**src/rtl/hex_text_pkg.sv**
```systemverilog
// Character codes, FSM states and segment constants shared by the scrolling text display.
package hex_text_pkg;

  typedef logic [4:0] char_t;

  typedef enum logic [1:0] {
    ST_STOPPED,
    ST_SCROLL,
    ST_DWELL
  } state_e;

  localparam char_t CH_0     = 5'h00;
  localparam char_t CH_F     = 5'h0F;
  localparam char_t CH_C     = 5'h10;
  localparam char_t CH_R     = 5'h11;
  localparam char_t CH_O     = 5'h12;
  localparam char_t CH_L     = 5'h13;
  localparam char_t CH_H     = 5'h14;
  localparam char_t CH_P     = 5'h15;
  localparam char_t CH_U     = 5'h16;
  localparam char_t CH_N     = 5'h17;
  localparam char_t CH_T     = 5'h18;
  localparam char_t CH_Y     = 5'h19;
  localparam char_t CH_DASH  = 5'h1A;
  localparam char_t CH_BLANK = 5'h1F;

  localparam logic [6:0] SEG_BLANK = 7'h7F;

endpackage

```
**src/rtl/hex_char_font.sv**
```systemverilog
// Combinational character font: 5-bit code to active-low {g,f,e,d,c,b,a} segments.
module hex_char_font
  import hex_text_pkg::*;
(
  input  logic [4:0] code,
  output logic [6:0] seg
);

  always_comb begin
    seg = SEG_BLANK;
    case (code)
      5'h00:   seg = 7'b1000000;
      5'h01:   seg = 7'b1111001;
      5'h02:   seg = 7'b0100100;
      5'h03:   seg = 7'b0110000;
      5'h04:   seg = 7'b0011001;
      5'h05:   seg = 7'b0010010;
      5'h06:   seg = 7'b0000010;
      5'h07:   seg = 7'b1111000;
      5'h08:   seg = 7'b0000000;
      5'h09:   seg = 7'b0010000;
      5'h0A:   seg = 7'b0001000;
      5'h0B:   seg = 7'b0000011;
      5'h0C:   seg = 7'b1000110;
      5'h0D:   seg = 7'b0100001;
      5'h0E:   seg = 7'b0000110;
      5'h0F:   seg = 7'b0001110;
      CH_C:    seg = 7'b1000110;
      CH_R:    seg = 7'b0101111;
      CH_O:    seg = 7'b0100011;
      CH_L:    seg = 7'b1000111;
      CH_H:    seg = 7'b0001001;
      CH_P:    seg = 7'b0001100;
      CH_U:    seg = 7'b1000001;
      CH_N:    seg = 7'b0101011;
      CH_T:    seg = 7'b0000111;
      CH_Y:    seg = 7'b0010001;
      CH_DASH: seg = 7'b0111111;
      default: seg = SEG_BLANK;
    endcase
  end

endmodule

```
**src/rtl/hex_text_scroller.sv**
```systemverilog
// Scrolls a writable message across NUM_DIGITS active-low 7-seg digits.
// Optional end-of-lap pause enabled by defining HEX_SCROLL_DWELL_EN.
module hex_text_scroller
  import hex_text_pkg::*;
#(
  parameter int NUM_DIGITS  = 6,
  parameter int MSG_LEN     = 16,
  parameter int STEP_DIV    = 12500000,
  parameter int PAUSE_STEPS = 8
) (
  input  logic                       CLOCK_50,
  input  logic                       RESET,
  input  logic                       RUN,
  input  logic                       DIR,
  input  logic                       WR_EN,
  input  logic [$clog2(MSG_LEN)-1:0] WR_ADDR,
  input  logic [4:0]                 WR_CHAR,
  output logic [7*NUM_DIGITS-1:0]    HEX,
  output logic [$clog2(MSG_LEN)-1:0] OFFSET,
  output logic                       WRAP
);

  localparam int AW = $clog2(MSG_LEN);
  localparam int DW = $clog2(STEP_DIV);
  localparam logic [DW-1:0] DIV_LAST = DW'(STEP_DIV - 1);
  localparam logic [AW-1:0] OFF_LAST = AW'(MSG_LEN - 1);
  localparam logic [AW:0]   LEN_W    = (AW + 1)'(MSG_LEN);

  if (MSG_LEN < NUM_DIGITS) begin : g_bad_len
    $error("hex_text_scroller: MSG_LEN must be >= NUM_DIGITS");
  end
  if (STEP_DIV < 2 || PAUSE_STEPS < 1) begin : g_bad_rate
    $error("hex_text_scroller: STEP_DIV must be >= 2 and PAUSE_STEPS >= 1");
  end

  state_e                  state_q, state_d;
  logic [DW-1:0]           div_q, div_d;
  logic [AW-1:0]           off_q, off_d;
  logic                    wrap_q, wrap_d;
  char_t                   msg_q [MSG_LEN];
  char_t                   msg_d [MSG_LEN];
  logic [7*NUM_DIGITS-1:0] hex_q, hex_d;
  logic [6:0]              seg [NUM_DIGITS];
  logic                    tick;

`ifdef HEX_SCROLL_DWELL_EN
  localparam int DCW = $clog2(PAUSE_STEPS + 1);
  localparam logic [DCW-1:0] DWELL_LAST = DCW'(PAUSE_STEPS - 1);
  logic [DCW-1:0] dwell_q, dwell_d;
`endif

  assign tick = (div_q == DIV_LAST);

  always_comb begin
    state_d = state_q;
    div_d   = div_q;
    off_d   = off_q;
    wrap_d  = 1'b0;
`ifdef HEX_SCROLL_DWELL_EN
    dwell_d = dwell_q;
`endif
    case (state_q)
      ST_STOPPED: begin
        div_d = '0;
        if (RUN) state_d = ST_SCROLL;
      end
      ST_SCROLL: begin
        if (!RUN) begin
          state_d = ST_STOPPED;
          div_d   = '0;
        end else begin
          div_d = tick ? '0 : div_q + 1'b1;
          if (tick) begin
            if (DIR) begin
              off_d  = (off_q == '0) ? OFF_LAST : off_q - 1'b1;
              wrap_d = (off_q == '0);
            end else begin
              off_d  = (off_q == OFF_LAST) ? '0 : off_q + 1'b1;
              wrap_d = (off_q == OFF_LAST);
            end
`ifdef HEX_SCROLL_DWELL_EN
            // Landing on the message start, from either direction, begins a pause.
            if (off_d == '0) begin
              state_d = ST_DWELL;
              dwell_d = '0;
            end
`endif
          end
        end
      end
`ifdef HEX_SCROLL_DWELL_EN
      ST_DWELL: begin
        if (!RUN) begin
          state_d = ST_STOPPED;
          div_d   = '0;
          dwell_d = '0;
        end else begin
          div_d = tick ? '0 : div_q + 1'b1;
          if (tick) begin
            if (dwell_q == DWELL_LAST) begin
              state_d = ST_SCROLL;
              dwell_d = '0;
            end else begin
              dwell_d = dwell_q + 1'b1;
            end
          end
        end
      end
`endif
      default: state_d = ST_STOPPED;
    endcase
  end

  always_comb begin
    msg_d = msg_q;
    if (WR_EN && ({1'b0, WR_ADDR} < LEN_W)) msg_d[WR_ADDR] = WR_CHAR;
  end

  // offset + k never exceeds 2*MSG_LEN-2, so one conditional subtract wraps it.
  for (genvar k = 0; k < NUM_DIGITS; k++) begin : g_digit
    logic [AW:0]   sum;
    logic [AW-1:0] idx;
    assign sum = {1'b0, off_q} + (AW + 1)'(k);
    assign idx = (sum >= LEN_W) ? AW'(sum - LEN_W) : sum[AW-1:0];
    hex_char_font u_font (
      .code(msg_q[idx]),
      .seg (seg[k])
    );
  end

  always_comb begin
    hex_d = '1;
    for (int unsigned k = 0; k < NUM_DIGITS; k++) begin
      hex_d[7*(NUM_DIGITS-1-k) +: 7] = seg[k];
    end
  end

  always_ff @(posedge CLOCK_50) begin
    if (RESET) begin
      state_q <= ST_STOPPED;
      div_q   <= '0;
      off_q   <= '0;
      wrap_q  <= 1'b0;
      hex_q   <= '1;
      for (int unsigned i = 0; i < MSG_LEN; i++) msg_q[i] <= CH_BLANK;
`ifdef HEX_SCROLL_DWELL_EN
      dwell_q <= '0;
`endif
    end else begin
      state_q <= state_d;
      div_q   <= div_d;
      off_q   <= off_d;
      wrap_q  <= wrap_d;
      hex_q   <= hex_d;
      msg_q   <= msg_d;
`ifdef HEX_SCROLL_DWELL_EN
      dwell_q <= dwell_d;
`endif
    end
  end

  assign HEX    = hex_q;
  assign OFFSET = off_q;
  assign WRAP   = wrap_q;

endmodule

```
**config.mk**
```make
export PLATFORM = sky130hd
export DESIGN_NAME = hex_text_scroller
export DESIGN_NICKNAME = d
export VERILOG_FILES = /design/src/rtl/hex_text_pkg.sv /design/src/rtl/hex_char_font.sv /design/src/rtl/hex_text_scroller.sv
export SDC_FILE = /design/constraint.sdc
export NUM_CORES = 1
export LEC_CHECK = 0
export ABC_AREA = 1
export CAP_MARGIN = 5
export CORE_AREA = 3 3 172 174
export CTS_CLUSTER_SIZE = 25
export DETAILED_ROUTE_END_ITERATION = 10
export DIE_AREA = 0 0 175 177
export SYNTH_ARGS = -nofsm -noshare
export SYNTH_HDL_FRONTEND = slang
export SYNTH_SLANG_ARGS = --single-unit
```
**constraint.sdc**
```tcl
create_clock -name CLOCK_50 -period 9.5 [get_ports CLOCK_50]
set_input_delay 1.9 -clock CLOCK_50 [delete_from_list [all_inputs] [get_ports CLOCK_50]]
set_output_delay 1.9 -clock CLOCK_50 [all_outputs]
set_load 0.05 [all_outputs]
```
== Yosys cells after proc, flatten, opt, wreduce, memory -nomap -nowiden ==
Memory sizes are Yosys's and may differ from the RTL's. A register that Yosys moved wholly into a read port is not among the register bits.
Index checks and enable logic that the tools add are counted.

* Register bits: 111
* Bits in latches: 0
* Bits in writable memories: 0
* Memory bits (read-only): 1344
* Bits of input ports: 14
* Output and inout port bits: 47
* Word-level logic and storage cells: 113
* Memories: 6

* Add/subtract/negate cells: 14
* Multiply operators: 0
* Div/mod/pow operators: 0
* Magnitude comparators: 14
* Equal/unequal tests: 5
* Shift operators: 0
* Multiplexer cells: 37
* Bitwise logic cells: 10
* Reduce and logical (&&, ||, !) cells: 7

{| class="wikitable"
|+ Memories
! memory !! depth !! width !! rd ports !! clocked after Yosys merged registers in !! wr ports !! RTL line !! RTL
|-
| (no name shown) || 32 || 7 || 1 || 1 || 0 || hex_char_font.sv:11 || <nowiki>case (code)</nowiki>
|-
| (no name shown) || 32 || 7 || 1 || 1 || 0 || hex_char_font.sv:11 ||
|-
| (no name shown) || 32 || 7 || 1 || 1 || 0 || hex_char_font.sv:11 ||
|-
| (no name shown) || 32 || 7 || 1 || 1 || 0 || hex_char_font.sv:11 ||
|-
| (no name shown) || 32 || 7 || 1 || 1 || 0 || hex_char_font.sv:11 ||
|-
| (no name shown) || 32 || 7 || 1 || 1 || 0 || hex_char_font.sv:11 ||
|}

{| class="wikitable"
|+ Operators by type and width
! operator !! number
|-
| 5-bit binary-select mux with 4-bit select || 6
|-
| 80-bit bitwise mux || 1
|-
| 5-bit 2-to-1 mux || 13
|-
| 5-bit greater-or-equal comparator (second input constant) || 12
|-
| 24-bit 2-to-1 mux || 2
|-
| 24-bit case mux with 2 select lines || 1
|-
| 4-bit 2-to-1 mux || 9
|-
| 4-bit inverter with 5-bit output || 7
|-
| 4-bit by 1-bit subtractor with 4-bit output (second input constant) || 7
|-
| 24-bit by 1-bit adder with 24-bit output (second input constant) || 1
|-
| 24-bit equality test (second input constant) || 1
|-
| 5-bit demux with 4-bit select || 1
|-
| 4-bit by 2-bit adder with 5-bit output (second input constant) || 2
|-
| 4-bit by 3-bit adder with 5-bit output (second input constant) || 2
|-
| 4-bit by 1-bit adder with 5-bit output (second input constant) || 1
|-
| 4-bit by 5-bit greater-or-equal comparator with 1-bit output (second input constant) || 1
|-
| 5-bit by 1-bit < comparator with 1-bit output (second input constant) || 1
|-
| 4-bit by 1-bit adder with 4-bit output (second input constant) || 1
|-
| 4-bit equality test (second input constant) || 1
|-
| 4-bit logical NOT || 1
|-
| 2-bit 2-to-1 mux || 2
|-
| 2-bit inequality test (second input constant) || 2
|-
| 2-bit case mux with 2 select lines || 1
|-
| 4-bit OR reduction || 1
|-
| 8 further kinds || 10
|}

== Depth between registers and ports, before layout ==
* Word-level depth: 7
* Gate-level depth with buffers: 22
* Depth with buffers taken out: 19

== By module ==
Synthesis repeated with hierarchy kept, for this count alone.

* Cell total of the unflattened synthesis: 1992
* Area total of the unflattened synthesis: 11966.5 µm²

{| class="wikitable"
|+ By module, submodules not included
! module !! instances !! cells an instance !! area an instance (µm²) !! seq. area each (µm²)
|-
| hex_text_scroller || 1 || 1414 || 9033.7 || 3042.9
|-
| hex_char_font at g_digit[1].u_font ... || 4 || 96 || 488.0 || 0.0
|-
| hex_char_font at g_digit[2].u_font || 1 || 101 || 493.0 || 0.0
|-
| hex_char_font at g_digit[0].u_font || 1 || 93 || 488.0 || 0.0
|}

== Least setup slack after synthesis ==
Ideal clock, no wire load.

* Path kind: register -> register
* From: reg off_q[1], in the netlist OFFSET[1]
* To: reg hex_q[20], in the netlist HEX[20]
* Setup time: 0.126 ns
* Data arrival time: 3.392 ns
* Required time: 9.374 ns
* Path slack: 5.983 ns
* Cell stages (with the launch flop): 21
* Buffers on the path: 5
* Period minus slack after synthesis: 3.517 ns
* Path through: dfxtp_1 > buf_4 > inv_1 > buf_4 > buf_2 > ha_1 > clkinv_1 > buf_2 > buf_1 > nand3_1 > nand3_1 > nand3_1 > nand2_1 > inv_1 > ha_1 > inv_1 > nand3_1 > nand3_1 > nand3_1 > nand2_1 > nand2_1

* Word-level cells in the longest chain between the ends: 7
* Elaborated cells on any way between the ends: 8
* Classes of those cells: add/sub (2); order compare (1); mux (4); bitwise (1)

{| class="wikitable"
|+ Ends and longest elaborated chain
! what !! RTL line !! RTL
|-
| start: declaration || hex_text_scroller.sv:38 || <nowiki>logic [AW-1:0] off_q, off_d;</nowiki>
|-
| start signal: assignment || hex_text_scroller.sv:142 || <nowiki>off_q <= '0;</nowiki>
|-
| start signal: assignment || hex_text_scroller.sv:152 || <nowiki>off_q <= off_d;</nowiki>
|-
| 4-bit by 2-bit adder with 5-bit output (*) || hex_text_scroller.sv:123 || <nowiki>assign sum = {1'b0, off_q} + (AW + 1)'(k);</nowiki>
|-
| 4-bit by 1-bit subtractor with 4-bit output / 5-bit greater-or-equal comparator (equally long branches) || hex_text_scroller.sv:124 || <nowiki>assign idx = (sum >= LEN_W) ? AW'(sum - LEN_W) : sum[AW-1:0];</nowiki>
|-
| 4-bit 2-to-1 mux (*) || hex_text_scroller.sv:124 ||
|-
| 4-bit inverter with 5-bit output (not written as such) (*) || hex_text_scroller.sv:126 || <nowiki>.code(msg_q[idx]),</nowiki>
|-
| 5-bit binary-select mux with 4-bit select (*) || hex_text_scroller.sv:126 ||
|-
| 5-bit 2-to-1 mux (not written as such) (*) (2 in series) || hex_text_scroller.sv:126 ||
|-
| end: declaration || hex_text_scroller.sv:42 || <nowiki>logic [7*NUM_DIGITS-1:0] hex_q, hex_d;</nowiki>
|}

Every way passes the cells marked *; elsewhere a longest branch is shown, timed or not. The select of a mux whose other input is x is not followed.
A chain may end at the register's enable or synchronous reset.

== Worst setup path after layout ==
* From: reg off_q[3], in the netlist OFFSET[3]
* To: out OFFSET[3]

{| class="wikitable"
|+ RTL lines
! what !! RTL line !! RTL
|-
| end: declaration || hex_text_scroller.sv:19 || <nowiki>output logic [$clog2(MSG_LEN)-1:0] OFFSET,</nowiki>
|}

No word-level cell between the ends.

==> results by group <==
Status
  • Status: finished clean

Drt
  • DRT iter0 DRCs: ~1300
  • DRT Wirelength: around 38000 um
  • Final ANT Viol Nets: 0
  • Via Count: 12348
  • Avg WL per Cell: 16.6 um
  • Detailed-route DRC error count: 0
  • Mean number of vias per cell: 5.42
  • DR pass1 iterations: 6

Setup path
  • Worst path slowest cell: clkdlybuf4s50_1
  • Crit path cell chain: clkdlybuf4s50_1
  • CP max stage delay: 0.95 ns
  • Critical Path Fanout Max: 16
  • FF-to-FF path depth: 15
  • Critical path class: reg -> out
  • CP Depth: 1
  • Nature of the critical path startpoint: flip-flop
  • CP bufs+invs: 1
  • Worst EP required: 7.60 ns
  • CP top delay family: buffers and inverters
  • Nature of the critical path endpoint: output pin
  • Worst path arrival time: roughly 2.2 ns

STA
  • Setup_tns: 0 ns
  • Final setup fails: 0
  • Final Hold Vio Count: 0
  • Max-slew headroom: between 30% and 40%
  • Period minus WS final: 4.11 ns
  • Final Slew Violations: 0
  • Slew @ Worst Pin: 0.993 ns
  • Fmax: roughly 0.24 GHz
  • Setup Skew: 0.0118 ns
  • Fin crit share: 43.3%
  • RSZ-0062 raised after global routing: false

Global route
  • Tot GR Track Use: 24.0%
  • Antenna violations before repair: 0
  • Largest net degree at the start of global routing: 100
  • Total gr overflow: 0
  • First-pass GRT wire length: 59200 um
  • Vias in the first global route: 11029
  • Global Route met3 Usage: 4.76%
  • Gr busiest metal: met2
  • Grt met1 use: between 30% and 40%
  • GR Util met2: 36.0%

Clocking
  • # hold bufs at CTS: 0
  • # H-tree levels: 4
  • Worst skew pair latency: between 0.4 and 0.5 ns
  • Setup Fix Bufs, Post-CTS: 0
  • Maximum buffer depth of the clock tree: 2
  • Sink Count: 152
  • Resize count post-CTS: 0
  • Root Buffer: clkbuf_16
  • CTS tree: yes
  • CTS buffer count: 17
  • Reg clk slew, reported paths: 0.07 ns

Final layout
  • Final #Nets: just under 2000
  • Design area: 12600 um2
  • Most frequent cells in the layout: 712 x nand2_1, 479 x nand3_1, 151 x dfxtp_1, 116 x inv_1, 78 x nor2_1
  • Syn-to-layout area delta: 11.8%
  • Most common cell after layout, fill and taps aside: nand2_1
  • ANT cells: 0
  • Layout cells sized above 1: approximately 4.5%

Placement
  • Dpl cell area: 11900 um2
  • Hpwl dp: 27000 um
  • # port buffers: 60
  • RD Place Congestion: 0.934

Synth
  • Top-area cell type share of the netlist area: 27.1%
  • Synth area leader: dfxtp_1
  • Synth area leaders: dfxtp_1 27%, nand2_1 24%, nand3_1 21%, ha_1 5.9%, inv_1 3.9%
  • Synth Area per Inst: 5.95 um2
  • Synth Instances: 1888
  • Distinct cells, synth: 35
  • Yosys reg bits: 152
  • Post-Syn Area: around 11000 um2
  • Sequential fraction of the synthesis area: 27.1%
  • Post-synth EDFFs: 0
  • Synth warnings: 0
  • Synth Net Count: around 2000
  • Fraction of registers with async set/reset: 0%
  • Post-synth top flop: dfxtp_1

Die
  • Floorplan row count: 61
  • Core area: 27900 um2
  • Die Height: 177 um
  • DIE AREA: 31000 um2
  • Die span in x: 175 um
  • Initial Utilization: 40.2%
  • IO Pins: 61

Flow run
  • Max cap viols: 0

Min path
  • Min-Delay Path Depth: 1
  • Hold WC Path Type: reg -> reg

Pwr
  • Peak VDD IR: 0.100 mV
  • Pwr dens: roughly 120 nW/um2
  • Leak pwr: 5.89 nW
## metrics by stage
stage                     worst slack, ns  std cells  util (%)  total power, mW  hold slack, ns
after global placement               5.19       2246      42.7            0.818           0.433
after CTS                            5.40       2278      45.0             1.58           0.462
final                                5.39       2278      45.0             1.57           0.456
after detailed placement             5.22       2246      42.7            0.819           0.443
after global routing                 5.33       2278      45.0             1.63           0.480
after floorplan                      5.98       1888         -            0.774           0.418
## metal layers
metal,routed length (um),vias up,part of all wire [%]
met5,0,-,0
met4,742,0,2.0
met3,3220,50,8.5
met2,15900,478,42
met1,17900,5653,47
li1,-,6167,-
## cells by family (layout without fill, tap and decap cells)
kind of cell | count (synthesis) | in the layout | synth area share (%)
AND/OR/NAND/NOR | 1320 | 1320 | 50.8
buffers and inverters | 223 | 235 | 8.63
flip-flops | 152 | 152 | 27.1
AO/OA/AOI/OAI | 121 | 121 | 5.89
adder cells (fa/ha/maj) | 53 | 53 | 5.90
XOR/XNOR | 14 | 14 | 1.22
multiplexers | 5 | 5 | 0.445
## cells in the mapped netlist, types with 14 or more instances
cell type	count
a21oi_1	43
buf_2	31
buf_4	21
clkbuf_1	31
dfxtp_1	152
ha_1	53
inv_1	116
inv_2	15
nand2_1	712
nand3_1	479
nor2_1	78
nor3_1	14
o21ai_0	43
## state kept, by name, summed over array words and instances, names as in the netlist
name and flops:
msg_q 80, HEX 42, div_q 24, OFFSET 4
WRAP 1, state_q 1
## area by class of cell
cell class	count	area [um2]
Fill cell	3020	15400
Multi-Input combinational cell	1513	7220
Sequential cell	152	3050
Timing Repair Buffer	69	668
Inverter	134	504
Tap cell	378	473
Clock buffer	18	439
Clock inverter	14	204
## final timing paths
| path | startpoint | end | slack (ns) |
|---|---|---|---|
| max | OFFSET[3] | OFFSET[3] | 5.39 |
| min | div_q[0] | div_q[0] | 0.46 |
| max reg2reg | OFFSET[1] | HEX[27] | 5.62 |
| min reg2reg | div_q[0] | div_q[0] | 0.46 |
## power by group
group / internal (mW) / switching [mW] / leakage [nW] / total (mW)
sequential: 0.650 / 0.0127 / 1.23 / 0.663
combinational: 0.0438 / 0.0990 / 4.34 / 0.143
clock: 0.435 / 0.327 / 0.317 / 0.762
Power figures use the tool's default switching activity.
